$ cat config.mk
export PLATFORM = sky130hd
export DESIGN_NAME = phase_sequencer
export DESIGN_NICKNAME = d
export VERILOG_FILES = /design/src/rtl/sps_pkg.sv /design/src/rtl/mem_wait_timer.sv /design/src/rtl/phase_sequencer.sv
export SDC_FILE = /design/constraint.sdc
export NUM_CORES = 1
export LEC_CHECK = 0
export CAP_MARGIN = 5
export CORE_ASPECT_RATIO = 1.4
export CORE_MARGIN = 2
export CORE_UTILIZATION = 50
export DETAILED_ROUTE_END_ITERATION = 7
export PLACE_DENSITY = 0.83
export SLEW_MARGIN = 25
export SYNTH_ARGS = -nofsm -noshare
export SYNTH_HDL_FRONTEND = slang
export SYNTH_HIERARCHICAL = 1
export SYNTH_SLANG_ARGS = --single-unit
$ cat constraint.sdc
create_clock -name clock -period 3.55 [get_ports clock]
set_input_delay 1.065 -clock clock [delete_from_list [all_inputs] [get_ports clock]]
set_output_delay 1.065 -clock clock [all_outputs]
set_load 0.005 [all_outputs]
$ cat src/rtl/sps_pkg.sv
// Shared definitions for the phase sequencer and the decode controller:
// state encoding, phase numbers, opcode fields and the write-back predicate.
package sps_pkg;

  typedef enum logic [1:0] {
    ST_IDLE = 2'd0,
    ST_RUN  = 2'd1,
    ST_MEMW = 2'd2,
    ST_HALT = 2'd3
  } state_t;

  localparam logic [2:0] PH_IF  = 3'd0;
  localparam logic [2:0] PH_ID  = 3'd1;
  localparam logic [2:0] PH_EX  = 3'd2;
  localparam logic [2:0] PH_MEM = 3'd3;
  localparam logic [2:0] PH_WB  = 3'd4;

  localparam logic [1:0] OP1_LD  = 2'b00;
  localparam logic [1:0] OP1_ST  = 2'b01;
  localparam logic [1:0] OP1_LI  = 2'b10;
  localparam logic [1:0] OP1_ALU = 2'b11;
  localparam logic [2:0] OP2_LI  = 3'b000;
  localparam logic [3:0] OP3_CMP = 4'b0101;
  localparam logic [3:0] OP3_OUT = 4'b1101;
  localparam logic [3:0] OP3_HLT = 4'b1111;

  function automatic logic [1:0] f_op1(input logic [15:0] instr);
    return instr[15:14];
  endfunction

  function automatic logic [2:0] f_op2(input logic [15:0] instr);
    return instr[13:11];
  endfunction

  function automatic logic [3:0] f_op3(input logic [15:0] instr);
    return instr[7:4];
  endfunction

  function automatic logic is_ld(input logic [15:0] instr);
    return f_op1(instr) == OP1_LD;
  endfunction

  function automatic logic is_st(input logic [15:0] instr);
    return f_op1(instr) == OP1_ST;
  endfunction

  function automatic logic is_hlt(input logic [15:0] instr);
    return (f_op1(instr) == OP1_ALU) && (f_op3(instr) == OP3_HLT);
  endfunction

  // CMP, OUT and HLT in the ALU group produce no register result; the
  // all-zero word is a NOP even though it decodes as LD.
  function automatic logic is_wb(input logic [15:0] instr);
    logic w_alu_wb;
    logic w_li_wb;
    w_alu_wb = (f_op1(instr) == OP1_ALU) &&
               (f_op3(instr) != OP3_CMP) &&
               (f_op3(instr) != OP3_OUT) &&
               (f_op3(instr) != OP3_HLT);
    w_li_wb  = (f_op1(instr) == OP1_LI) && (f_op2(instr) == OP2_LI);
    return (instr != 16'h0000) && ((f_op1(instr) == OP1_LD) || w_alu_wb || w_li_wb);
  endfunction

endpackage

$ cat src/rtl/mem_wait_timer.sv
// Load/count/expire timer bounding the wait for a data-memory acknowledge.
// expire is combinational: high on the TMO-th enabled cycle after load.
module mem_wait_timer #(
  parameter int TMO = 15
) (
  input  logic clock,
  input  logic reset,
  input  logic load,
  input  logic en,
  output logic expire
);

  localparam int W = (TMO > 1) ? $clog2(TMO) : 1;
  localparam logic [W-1:0] LAST = W'(TMO - 1);

  logic [W-1:0] r_cnt;

  always_ff @(posedge clock) begin
    if (reset || load) begin
      r_cnt <= '0;
    end else if (en && (r_cnt != LAST)) begin
      r_cnt <= r_cnt + 1'b1;
    end
  end

  assign expire = en && (r_cnt == LAST);

endmodule

$ cat src/rtl/phase_sequencer.sv
// Five-phase IF/ID/EX/MEM/WB sequencer with run/stop, HLT and memory timeout.
// Optional single-step input is enabled by defining PHASE_SINGLE_STEP_EN.
module phase_sequencer
  import sps_pkg::*;
#(
  parameter int MEM_TMO = 15,
  parameter int CNT_W   = 16
) (
  input  logic             clock,
  input  logic             reset,
  input  logic             exec,
`ifdef PHASE_SINGLE_STEP_EN
  input  logic             step,
`endif
  input  logic [15:0]      instr,
  input  logic             mem_ack,
  output logic [2:0]       phase,
  output logic [4:0]       phase_bus,
  output logic             ir_we,
  output logic             pc_we,
  output logic             reg_we,
  output logic             mem_req,
  output logic             mem_we,
  output logic             running,
  output logic             halted,
  output logic             fault,
  output logic [CNT_W-1:0] retired
);

  state_t           r_state;
  state_t           w_state_nxt;
  logic [2:0]       r_phase;
  logic [2:0]       w_phase_nxt;
  logic             r_stop_pend;
  logic             w_stop_pend_nxt;
  logic             r_fault;
  logic             w_fault_nxt;
  logic [CNT_W-1:0] r_retired;
  logic             w_retire;

  logic w_step;
  logic w_active;
  logic w_is_ld;
  logic w_is_st;
  logic w_is_hlt;
  logic w_wb_en;
  logic w_mem_op;
  logic w_tmr_load;
  logic w_tmr_en;
  logic w_tmr_expire;

`ifdef PHASE_SINGLE_STEP_EN
  assign w_step = step;
`else
  assign w_step = 1'b0;
`endif

  assign w_active = (r_state == ST_RUN) || (r_state == ST_MEMW);
  assign w_is_ld  = is_ld(instr);
  assign w_is_st  = is_st(instr);
  assign w_is_hlt = is_hlt(instr);
  assign w_wb_en  = is_wb(instr);
  assign w_mem_op = w_is_ld || w_is_st;

  // The timer starts counting on the first MEMW cycle, not the request cycle.
  assign w_tmr_load = (r_state == ST_RUN) && (r_phase == PH_MEM) && w_mem_op && !mem_ack;
  assign w_tmr_en   = (r_state == ST_MEMW) && !mem_ack;

  mem_wait_timer #(
    .TMO (MEM_TMO)
  ) u_mem_wait_timer (
    .clock  (clock),
    .reset  (reset),
    .load   (w_tmr_load),
    .en     (w_tmr_en),
    .expire (w_tmr_expire)
  );

  always_comb begin
    w_state_nxt     = r_state;
    w_phase_nxt     = r_phase;
    w_stop_pend_nxt = r_stop_pend;
    w_fault_nxt     = r_fault;
    w_retire        = 1'b0;

    case (r_state)
      ST_IDLE: begin
        if (w_step) begin
          w_state_nxt     = ST_RUN;
          w_phase_nxt     = PH_IF;
          w_stop_pend_nxt = 1'b1;
        end else if (exec) begin
          w_state_nxt     = ST_RUN;
          w_phase_nxt     = PH_IF;
          w_stop_pend_nxt = 1'b0;
        end
      end

      ST_RUN: begin
        if (exec) begin
          w_stop_pend_nxt = 1'b1;
        end
        case (r_phase)
          PH_IF, PH_ID, PH_EX: begin
            w_phase_nxt = r_phase + 3'd1;
          end
          PH_MEM: begin
            if (w_mem_op && !mem_ack) begin
              w_state_nxt = ST_MEMW;
            end else begin
              w_phase_nxt = PH_WB;
            end
          end
          PH_WB: begin
            w_retire    = 1'b1;
            w_phase_nxt = PH_IF;
            // A stop request arriving in WB still lands on this boundary.
            if (w_is_hlt) begin
              w_state_nxt     = ST_HALT;
              w_stop_pend_nxt = 1'b0;
            end else if (r_stop_pend || exec) begin
              w_state_nxt     = ST_IDLE;
              w_stop_pend_nxt = 1'b0;
            end
          end
          default: begin
            w_state_nxt     = ST_IDLE;
            w_phase_nxt     = PH_IF;
            w_stop_pend_nxt = 1'b0;
          end
        endcase
      end

      ST_MEMW: begin
        if (exec) begin
          w_stop_pend_nxt = 1'b1;
        end
        if (mem_ack) begin
          w_state_nxt = ST_RUN;
          w_phase_nxt = PH_WB;
        end else if (w_tmr_expire) begin
          w_state_nxt     = ST_HALT;
          w_phase_nxt     = PH_IF;
          w_stop_pend_nxt = 1'b0;
          w_fault_nxt     = 1'b1;
        end
      end

      ST_HALT: begin
        // A faulted sequencer is only recoverable through reset.
        if (!r_fault) begin
          if (w_step) begin
            w_state_nxt     = ST_RUN;
            w_phase_nxt     = PH_IF;
            w_stop_pend_nxt = 1'b1;
          end else if (exec) begin
            w_state_nxt     = ST_RUN;
            w_phase_nxt     = PH_IF;
            w_stop_pend_nxt = 1'b0;
          end
        end
      end

      default: begin
        w_state_nxt     = ST_IDLE;
        w_phase_nxt     = PH_IF;
        w_stop_pend_nxt = 1'b0;
      end
    endcase
  end

  always_ff @(posedge clock) begin
    if (reset) begin
      r_state     <= ST_IDLE;
      r_phase     <= PH_IF;
      r_stop_pend <= 1'b0;
      r_fault     <= 1'b0;
      r_retired   <= '0;
    end else begin
      r_state     <= w_state_nxt;
      r_phase     <= w_phase_nxt;
      r_stop_pend <= w_stop_pend_nxt;
      r_fault     <= w_fault_nxt;
      if (w_retire) begin
        r_retired <= r_retired + 1'b1;
      end
    end
  end

  assign phase     = w_active ? r_phase : PH_IF;
  assign phase_bus = w_active ? (5'd1 << r_phase) : 5'd0;
  assign ir_we     = w_active && (r_phase == PH_IF);
  assign mem_req   = w_active && (r_phase == PH_MEM) && w_mem_op;
  assign mem_we    = mem_req && w_is_st;
  assign reg_we    = w_active && (r_phase == PH_WB) && w_wb_en;
  assign pc_we     = w_active && (r_phase == PH_WB) && !w_is_hlt;
  assign running   = w_active;
  assign halted    = (r_state == ST_HALT);
  assign fault     = r_fault;
  assign retired   = r_retired;

endmodule

==> metrics.md <==
| Metric | Value |
|---|---|
| Warnings, synthesis | 6 |
| Slowest CP cell | clkdlybuf4s50_1 |
| Min-delay worst type | register to register |
| Crit. path cell count | 5 |
| Placement Setup Slack | -230 ps |
| R2r endpoint | r_state[1] |
| Area grow syn2layout | 37.8% |
| Endpoints failing setup | 0 |
| Crit-path max FO | 6 |
| Initial DRC Count | 32 |
| Worst EP arrival | 2440 ps |
| Total Wirelength | 4.16 mm |
| Seq/Total Area, Yosys | 0.326 |
| Worst R2R Path Depth | 7 |
| Setup TNS Final | 0 ps |
| Post-layout net count | 285 |
| PortBufs | 51 |
| Flop2flop setup slack | 1450 ps |
| Final Power | 0.678 mW |
| Reg2reg start | r_state[0] |
| TritonCTS clock tree | done |
| Top-area cell type share of the netlist area | 0.326 |
| CP required | 2480 ps |
| Skew final | 5.04 ps |
| Remaining DRCs | 0 |
| Synth Area in Compound Gates | 0.148 |
| Starting Density | 0.527 |
| Fin crit period | 3510 ps |
| Synth Register Bits | 27 |
| Cells after Synth | 198 |
| Ratio of cells with drive above 1 in the final layout | 0.0909 |
| Crit path kind | primary input to output port |
| H-tree depth | 1 |
| Largest net degree at the start of global routing | 19 |
| # diodes | 0 |
| Final hold vios | 0 |
| Post-route ant nets | 0 |
| Gr usage total | 0.227 |
| Syn Area/Cell | 8.39 um2 |
| Routed len/inst | 14.2 um |
| Synth area leaders | dfxtp_1, ha_1, nor2_1, a21oi_1, xor2_1 |
| CP Cell Sequence | clkdlybuf4s50_1 -> buf_4 -> nor2b_2 -> and2_1 -> clkdlybuf4s50_1 |
| Netlist Area Pre-Place | 1660 um2 |
| DR vias/cell | 5.80 |
| Dpl hpwl | 3.16 mm |
| Most frequent cells in the layout | clkdlybuf4s50_1, dfxtp_1, nor2_1 |
| Number of global-route vias before repair | 1,608 |
| CP Launch Type | primary input |
| Gpl congestion | 0.863 |
| Setup crit end kind | output port |
| Setup bufs post-CTS | 0 |
| Rel. slew slack | 0.661 |
| PnR worst setup slack | 44.8 ps |
| Distinct cells, synth | 42 |
| Synth async-reset ratio | 0 |
| TritonCTS Buffers | 3 |
| Multiplexer area fraction after synthesis | 0.0301 |
| Grt total ovfl | 0 |
| Critical path endpoint | mem_we |
| First-pass DRT Iterations | 4 |
| Post-synth EDFFs | 0 |
| Worst-path clk slew | 90 ps |
| Cell family with most CP delay | buffers and inverters |
| Via count | 1,695 |
| Final cell count without fillers | 292 |
| RSZ-0062 raised after global routing | no |
| Commonest non-fill, non-tap cell in the layout | clkdlybuf4s50_1 |
| Placed cells | 288 |
| Synthesized Nets | 229 |
| Pleak | 0.838 nW |
| Clock root cell | clkbuf_8 |
| Crit share post-route | 0.987 |
| Synth Area in Adders | 0.0829 |
| CTS sink count | 27 |
| Slew @ Worst Pin | 504 ps |
| Simple-gate share of the synthesized area | 0.316 |
| Final Util | 0.726 |
| Most frequent CP cell | clkdlybuf4s50_1 |
| First-pass GRT wire length | 6.86 mm |
| Worst skew pair latency | 280 ps |
| Die area | 3800 um2 |
| CTS Hold Bufs | 0 |
| Outcome | complete, no violations |
| Crit. Startpoint | instr[15] |
| VDD IR-drop max | 0.229 mV |
| Pwr/cell area | 296 nW/um2 |
| Rows | 24 |
| Crit-path max cell delay | 510 ps |
| Die H | 72.2 um |
| FMAX | 285 MHz |
| Die W | 52.7 um |
| Cell taking the most area after synthesis | dfxtp_1 |
| XOR/XNOR Fraction of Synth Area | 0.0475 |
| Max-cap violations | 0 |
| Placeable Area | 3150 um2 |
| Ys flop type | dfxtp_1 |
| I/O Pins | 52 |
| Worst path bufs/invs | 3 |
| Initial antenna violation count | 0 |
| Clock Tree Buf Depth | 2 |
| Largest family of logic cells by synthesized area | simple AND/OR/NAND/NOR gates |
| Slew Viols, Final | 0 |
## registers in the layout (all words and copies together) (netlist names)
register                count
r_phase                     3
retired                    16
r_state                     2
u_mem_wait_timer/r_cnt      4
r_stop_pend                 1
fault                       1
## routing by layer
| layer | GRT usage | wire, um | vias up |
|---|---|---|---|
| met5 | 0 | 0 | - |
| met4 | 0.0741 | 60 | 0 |
| met3 | 0.0165 | 134 | 8 |
| met2 | 0.431 | 2310 | 40 |
| met1 | 0.259 | 1660 | 818 |
| li1 | - | - | 829 |
## cell usage after synthesis, types with 2 or more instances
cell	instances
dfxtp_1	27
and3_1	4
a21oi_1	14
o31ai_1	7
nor2b_1	3
o21ai_0	3
inv_1	13
nand2_1	11
nor2_1	23
nor3b_1	2
nor3_1	7
or4_1	4
nand2b_1	2
nand3_2	2
and2_1	5
and4bb_2	2
xor2_1	8
nand4_1	8
or3_1	3
ha_1	11
nand3_1	6
a2111oi_1	2
nor4_1	4
clkbuf_1	4
and4_1	2
mux2i_1	5
## how the worst min path moves through the flow
stage | to | startpoint | cells past startpoint
floorplan | r_state[1] | r_state[1] | 2
global placement | retired[15] | retired[15] | 2
detailed placement | retired[15] | retired[15] | 2
CTS | retired[15] | retired[15] | 2
global route | retired[15] | retired[15] | 2
finish | retired[15] | retired[15] | 2
## report_power, final
group	leakage, nW	switching [mW]	internal, mW
clock network	0.0217	0.102	0.0797
logic	0.599	0.0867	0.0936
registers	0.218	0.00658	0.310
## metrics by stage
step	cell area [um2]	hold slack (ps)
after CTS	2280	490
after global routing	2290	509
after floorplan	1660	468
final	2290	497
after detailed placement	2230	476
after global placement	2230	464
## tightest hold or removal path: stages, from the launching register on
cell	delay (ps)
dfxtp_1	330
o31ai_1	70
a21oi_1	60
## repair_timing
| item | in CTS | in global routing |
|---|---|---|
| pin swaps | 0 | 2 |
| setup endpoints to repair | 1 | 3 |
| gates resized for setup | 1 | 6 |
## cell families after synthesis
kind of cell,count (synthesis)
AOI/OAI and AO/OA,35
xor gates and xnor gates,9
adders and majority gates,11
buffers and inverters,19
DFF,27
muxes,5
and+or+nand+nor,92
## area by class of cell
cell class                 instances  area, um2
multi-input combinational        152       1050
fill                             270        865
timing repair buffer              57        553
sequential                        27        541
inverter                          13       48.8
tap                               39       48.8
clock buffer                       3       41.3
clock inverter                     1       7.51
(Power assumes the default switching activity.)
